## config.mk

```make
export PLATFORM = sky130hd
export DESIGN_NAME = dice_roller_multi
export DESIGN_NICKNAME = d
export VERILOG_FILES = /design/src/rtl/dice_roller_multi.sv
export SDC_FILE = /design/constraint.sdc
export NUM_CORES = 1
export LEC_CHECK = 0
export BUFFER_PORTS_ARGS = -buffer_cell sky130_fd_sc_hd__buf_2
export CAP_MARGIN = 15
export CORE_MARGIN = 3
export CORE_UTILIZATION = 35
export CTS_BUF_LIST = sky130_fd_sc_hd__clkbuf_2 sky130_fd_sc_hd__clkbuf_4 sky130_fd_sc_hd__clkbuf_8
export DETAILED_ROUTE_END_ITERATION = 6
export MAX_ROUTING_LAYER = met4
export PLACE_DENSITY = 0.52
export SYNTH_ARGS = -nofsm -noshare
export SYNTH_HDL_FRONTEND = slang
export SYNTH_SLANG_ARGS = --single-unit
```

## constraint.sdc

```tcl
create_clock -name clk -period 1.8 [get_ports clk]
set_input_delay 0.45 -clock clk [delete_from_list [all_inputs] [get_ports clk]]
set_output_delay 0.45 -clock clk [all_outputs]
set_load 0.01 [all_outputs]
```

## src/rtl/dice_roller_multi.sv

```systemverilog
// rtl/dice_roller_multi.sv - multi-die electronic dice roller with tumble and result pulse
//
// Purpose: NUM_DICE dice, each counting 1..FACES, advance as an odometer
// while the button is held and for SETTLE_CYCLES more steps after release.
// On settling, valid pulses for one cycle with the final throw.
//
// Optional feature macro: DICE_ROLL_COUNT_EN (adds 16-bit roll_count output).
//
// Ports:
//   clk        rising-edge clock
//   rst        synchronous active-low reset
//   button     debounced roll request
//   throw      packed die values, die i at throw[i*W +: W]
//   sum        sum of all die values
//   doubles    all dice equal
//   busy       rolling or settling
//   valid      one-cycle result-final pulse
//   roll_count completed rolls, saturating (DICE_ROLL_COUNT_EN only)

module dice_roller_multi #(
  parameter int NUM_DICE      = 2,
  parameter int FACES         = 6,
  parameter int SETTLE_CYCLES = 3,
  localparam int W  = $clog2(FACES + 1),
  localparam int SW = $clog2(NUM_DICE * FACES + 1)
) (
  input  logic                  clk,
  input  logic                  rst,
  input  logic                  button,
  output logic [NUM_DICE*W-1:0] throw,
  output logic [SW-1:0]         sum,
  output logic                  doubles,
  output logic                  busy,
  output logic                  valid
`ifdef DICE_ROLL_COUNT_EN
  ,
  output logic [15:0]           roll_count
`endif
);

  typedef enum logic [1:0] {
    IDLE    = 2'd0,
    ROLLING = 2'd1,
    SETTLE  = 2'd2
  } state_t;

  state_t              state, state_nx;
  logic [7:0]          cnt, cnt_nx;
  logic                adv;
  logic                valid_nx;
  logic [W-1:0]        dice [NUM_DICE];
  logic [NUM_DICE-1:0] carry;

  always_ff @(posedge clk) begin
    if (!rst) begin
      state <= IDLE;
      cnt   <= 8'd0;
      valid <= 1'b0;
    end else begin
      state <= state_nx;
      cnt   <= cnt_nx;
      valid <= valid_nx;
    end
  end

  always_comb begin
    state_nx = state;
    cnt_nx   = cnt;
    adv      = 1'b0;
    valid_nx = 1'b0;
    case (state)
      IDLE: begin
        // Entering ROLLING does not advance; the first step is on the next edge.
        if (button) state_nx = ROLLING;
      end
      ROLLING: begin
        adv = 1'b1;
        if (!button) begin
          state_nx = SETTLE;
          cnt_nx   = 8'(SETTLE_CYCLES);
        end
      end
      SETTLE: begin
        adv    = 1'b1;
        cnt_nx = cnt - 8'd1;
        // Treat an unexpected zero count as the final step so SETTLE cannot stick.
        if (cnt <= 8'd1) begin
          cnt_nx   = 8'd0;
          state_nx = IDLE;
          valid_nx = 1'b1;
        end
      end
      default: begin
        state_nx = IDLE;
        cnt_nx   = 8'd0;
      end
    endcase
  end

  // Odometer carry: die i steps only when every lower die wraps this edge.
  always_comb begin
    carry    = '0;
    carry[0] = adv;
    for (int i = 1; i < NUM_DICE; i++) begin
      carry[i] = carry[i-1] && (dice[i-1] == W'(FACES));
    end
  end

  always_ff @(posedge clk) begin
    if (!rst) begin
      for (int i = 0; i < NUM_DICE; i++) dice[i] <= W'(1);
    end else begin
      for (int i = 0; i < NUM_DICE; i++) begin
        if (carry[i]) begin
          dice[i] <= (dice[i] == W'(FACES)) ? W'(1) : dice[i] + W'(1);
        end
      end
    end
  end

  always_comb begin
    throw   = '0;
    sum     = '0;
    doubles = 1'b1;
    for (int i = 0; i < NUM_DICE; i++) begin
      throw[i*W +: W] = dice[i];
      sum             = sum + SW'(dice[i]);
      if (dice[i] != dice[0]) doubles = 1'b0;
    end
  end

  assign busy = (state != IDLE);

`ifdef DICE_ROLL_COUNT_EN
  always_ff @(posedge clk) begin
    if (!rst) begin
      roll_count <= 16'd0;
    end else if (valid_nx && (roll_count != 16'hFFFF)) begin
      roll_count <= roll_count + 16'd1;
    end
  end
`else
  // No roll counter in this build.
`endif

endmodule

```

======== Word level (Yosys, flattened, before mapping) ========
Memories as Yosys holds them, arrays and structs flattened.
Cells that the tools add are included.
storage, ports and cells
  output and inout port bits .............. 13
  bits in writable memories ............... 6
  input port bits ......................... 3
  word-level logic and storage cells ...... 48
  bits in registers ....................... 11
  memories kept ........................... 1
memory list
  name  words  bits a word  read ports  clocked after memory_dff  wr ports  RTL line  text
  dice  2      3            2           0                         2         51        logic [W-1:0] dice [NUM_DICE];
operators by class
  multiplexer cells ....................... 21
  magnitude comparators ................... 1
  bitwise gates (word level) .............. 3
  equality and inequality tests ........... 8
  reduce and logical (&&, ||, !) cells .... 7
  add/sub/neg operators ................... 4
operators by type and width
  kind                 count
  $pmux 8 s3           1
  $mux 8               2
  $mux 3               4
  $mux 1               10
  $le 8x1->1 const B   1
  $sub 8x1->8 const B  1
  $add 3x1->3 const B  2
  $eq 3x3->1 const B   2
  $mux 2               3
  $ne 2x2->1 const B   3
  $pmux 2 s3           1
  $add 3x3->4          1
  $reduce_and 2->1     2
  $ne 3x3->1           1
  $reduce_and 3->1     1
  $eq 2x1->1 const B   1
  $eq 2x2->1 const B   1
  $logic_not 2->1      1
  $or 1x1->1           2
  $reduce_bool 2->1    1
  $reduce_or 2->1      1
  $logic_and 1x1->1    1
  $not 1->1            1

======== Depth between registers and ports, before layout ========
  depth after elaboration ................. 8
  gate-level depth with buffers ........... 6
  mapped depth without buffers ............ 6

======== Least setup slack after synthesis ========
OpenSTA, ideal clock, no wires.
  path kind ............................... register to output
  start ................................... mem dice[0][3] in the netlist's numbering
  end ..................................... out sum[2]
  cell stages (with the launch flop) ...... 5
  arrival time ............................ 1276 ps
  setup slack ............................. 74 ps
  buffers on the path ..................... 0
  data required time ...................... 1350 ps
  cell sequence ........................... edfxtp_1 -> ha_1 -> inv_1 -> fa_1 -> xnor2_1
RTL lines
  what         RTL line  text
  from (decl)  51
  to (decl)    31        output logic [SW-1:0] sum,

==> qor.yml <==
yosys:
  yosysTopAreaCell: "dfxtp_1"
  synth_compound_area_share_pct: 9.48
  synthArstFlopShare_pct: 0
  synthAdderAreaFrac_pct: 18.3
  synth_nets: 133
  synth.area.mux_share_pct: 3.75
  synth_xor_xnor_area_share_pct: 4.92
  ys_types: 30
  synth_top_flop_cell: "dfxtp_1"
  synth_area_um2: 1070
  synth_warnings: 0
  post-synth-top-area-fraction_pct: 20.6
  yosysSeqAreaShare_pct: 37.5
  synth_top_family_by_area: "simple AND/OR/NAND/NOR gates"
  ys_ff_latch: 17
  syn-instance-count: 115
  synth-simple-area-share_pct: 21.9
  synth.avg_cell_area_um2: 9.29
  synth_edf_count: 6
  synthTopCellsByArea: "dfxtp_1 21%, edfxtp_1 17%, ha_1 16%"
clock_network:
  tritoncts: "built"
  clk_pin_slew_ns: 0.10
  htreeDepth: 1
  cts-root-buf: "clkbuf_4"
  cts_max_path_buffers: 2
  clkLatencyLatePin_ns: 0.29
  cts.sinks: 17
  numCtsBuffers: 3
floorplan:
  ios: 16
  num_rows: 19
  coreArea_um2: 2830
  die_w_um: 61.3
  start_util_pct: 37.8
  die_area_um2: 3750
  die_y_um: 61.3
routing:
  wl_mm: 2.06
  vias_per_cell: 4.79
  drt_pass1_iterations: 2
  wl_per_cell_um: 11.9
  dr_total_vias: 829
  detail-route-antenna-nets: 0
  drc: 0
  first_iter_violations: 11
layout:
  fin_cells: 173
  syn_to_final_growth_pct: 23.1
  n_antenna_cell: 0
  layout-drive-gt1-share_pct: 26.8
  nets: 161
  final_core_util_pct: 46.5
critical_path:
  reg2regPathDepth: 7
  cp-end-kind: "output port"
  startpoint: "dice[0][3]"
  worstReg2RegEnd: "cnt[0]"
  crit_path_start_kind: "flip-flop"
  arrival_ns: 1.55
  worstSetupPathType: "flip-flop to output port"
  worstPathRequired_ns: 1.35
  cp_max_fo: 2
  regToRegSetupSlack_ns: 0.14
  crit_end: "sum[1]"
  r2r_start: "state[0]"
status:
  status: "complete, but fails checks"
  failed_checks: "negative setup slack"
power_and_ir_drop:
  p_leak_nw: 0.608
  finalPower_mw: 2.20
  vdd_drop_max_mv: 0.596
  power_density_nw_per_um2: 1670
placement:
  gp_congestion: 0.767
  pre_cts_slack_ns: 0.0884
  place_inst: 166
  port_buffers: 15
  post-dp-hpwl_mm: 1.57
sta:
  rsz0062_at_grt: "yes"
  layout_setup_ws_ns: -0.203
  drv_slew: 0
  fin_crit_sh_pct: 111
  fin_skew_ns: 0.000538
  fin_crit_ns: 2.00
  hold_viol_final: 0
  slew_headroom_pct: 73.1
  worst_slew_pin_slew_ns: 0.398
  setup_viol: 4
  setup-tns-final_ns: -0.524
  fmax_mhz: 499
global_routing:
  grt_max_degree: 13
  grt_pass1_wl_mm: 3.28
  grt-ovfl-total: 0
  grt_pass1_vias: 749
  antenna_found_initial: 0
  grt_util_all_layers_pct: 12.4
hold_path:
  hp-class: "flip-flop to flip-flop"
run:
  drv_cap: 0
-- routing by layer --
metal	track usage [%]	wire length, um	part of all wire (%)
met5	-	0	0
met3	1.89	69	3.3
met1	15.3	988	48
met4	6.50	17	0.83
met2	19.3	984	48
-- flip-flops by register name (all words and copies together), names as in the netlist --
signal and flops:
cnt 8, valid 1, state 2, dice 6
-- worst min-delay path by stage --
stage               startpoint       end  slack, ns  cells after the start
CTS                        rst    cnt[0]       0.49                      2
detailed placement    state[1]  state[1]       0.48                      2
floorplan             state[1]  state[1]       0.45                      2
global placement      state[1]  state[1]       0.47                      2
finish                state[1]  state[1]       0.49                      2
global route               rst     valid       0.50                      3
-- stage by stage --
stage	area, um^2	hold slack (ns)
2_1_floorplan	1070	0.451
3_3_place_gp	1220	0.466
3_5_place_dp	1220	0.480
4_1_cts	1290	0.488
5_1_grt	1320	0.501
6_report	1320	0.490
-- Yosys cell counts (all sizes together) (2+ instances only) --
master  number
nand3        5
nor2        15
nor3         2
ha          14
inv         11
o21ai        2
a21o         2
nor2b        2
xor2         5
nor4         2
nand2       15
edfxtp       6
mux2i        4
dfxtp       11
a21boi       3
a21oi        4
-- worst max-delay path, stage by stage, from the launching register on --
cell and delay, ns:
edfxtp_1 0.38, ha_2 0.19, inv_2 0.04, fa_2 0.52, inv_2 0.03, buf_6 0.11
-- kinds of logic after synthesis --
kind of cell / count (synthesis)
AOI/OAI and AO/OA: 14
adders and majority gates: 15
muxes: 4
buffers and inverters: 12
and+or+nand+nor: 47
DFF: 17
xor gates and xnor gates: 6
-- where the power goes --
| group | total [mW] | switching [mW] | internal, mW |
|---|---|---|---|
| registers | 0.669 | 0.133 | 0.536 |
| clock network | 0.219 | 0.118 | 0.101 |
| logic | 1.31 | 0.692 | 0.619 |
-- area by class of cell --
| cell class | count | area (um^2) |
|---|---|---|
| Fill cell | 278 | 1510 |
| Sequential cell | 17 | 400 |
| Inverter | 11 | 41.3 |
| Clock buffer | 4 | 30.0 |
| Multi-Input combinational cell | 86 | 656 |
| Tap cell | 31 | 38.8 |
| Timing Repair Buffer | 24 | 149 |
-- cells in the final DEF (no fill, tap or decap) --
| cell type | Yosys | routed |
|---|---|---|
| nor4_1 | 1 | 1 |
| o31a_1 | 1 | 1 |
| mux2i_1 | 4 | 4 |
| and3_1 | 1 | 1 |
| a21boi_0 | 3 | 3 |
| edfxtp_1 | 6 | 6 |
| xnor2_1 | 1 | 1 |
| a221oi_2 | 1 | 1 |
| inv_2 | 0 | 2 |
| ha_4 | 0 | 1 |
| inv_1 | 11 | 9 |
| clkbuf_4 | 0 | 4 |
| and4b_1 | 1 | 1 |
| ha_1 | 14 | 12 |
| buf_2 | 0 | 14 |
| or2_2 | 1 | 1 |
| a31oi_4 | 0 | 1 |
| nor4bb_1 | 1 | 1 |
| nor2_1 | 15 | 15 |
| dfxtp_1 | 11 | 11 |
| nor4_4 | 1 | 1 |
| nor2b_1 | 2 | 2 |
| buf_6 | 0 | 1 |
| buf_4 | 0 | 9 |
| xor2_1 | 5 | 5 |
| nor3_1 | 2 | 2 |
| a21o_1 | 2 | 2 |
| ha_2 | 0 | 1 |
| nand2_1 | 15 | 15 |
| o21ai_1 | 0 | 1 |
| nand3_1 | 5 | 5 |
| a21oi_1 | 3 | 3 |
| fa_2 | 0 | 1 |
| a21oi_2 | 1 | 1 |
| o21ai_0 | 2 | 1 |
| nand2b_1 | 1 | 1 |
| nand3b_1 | 1 | 1 |
-- repair_timing --
action	in CTS	in global routing
resized for setup	4	5
pin swaps	5	1
endpoints found under the setup margin	4	11
gates cloned	0	0
buffers inserted	3	0
hold buffers	0	0
hold endpoints to repair	0	0
Power figures use the tool's default switching activity.
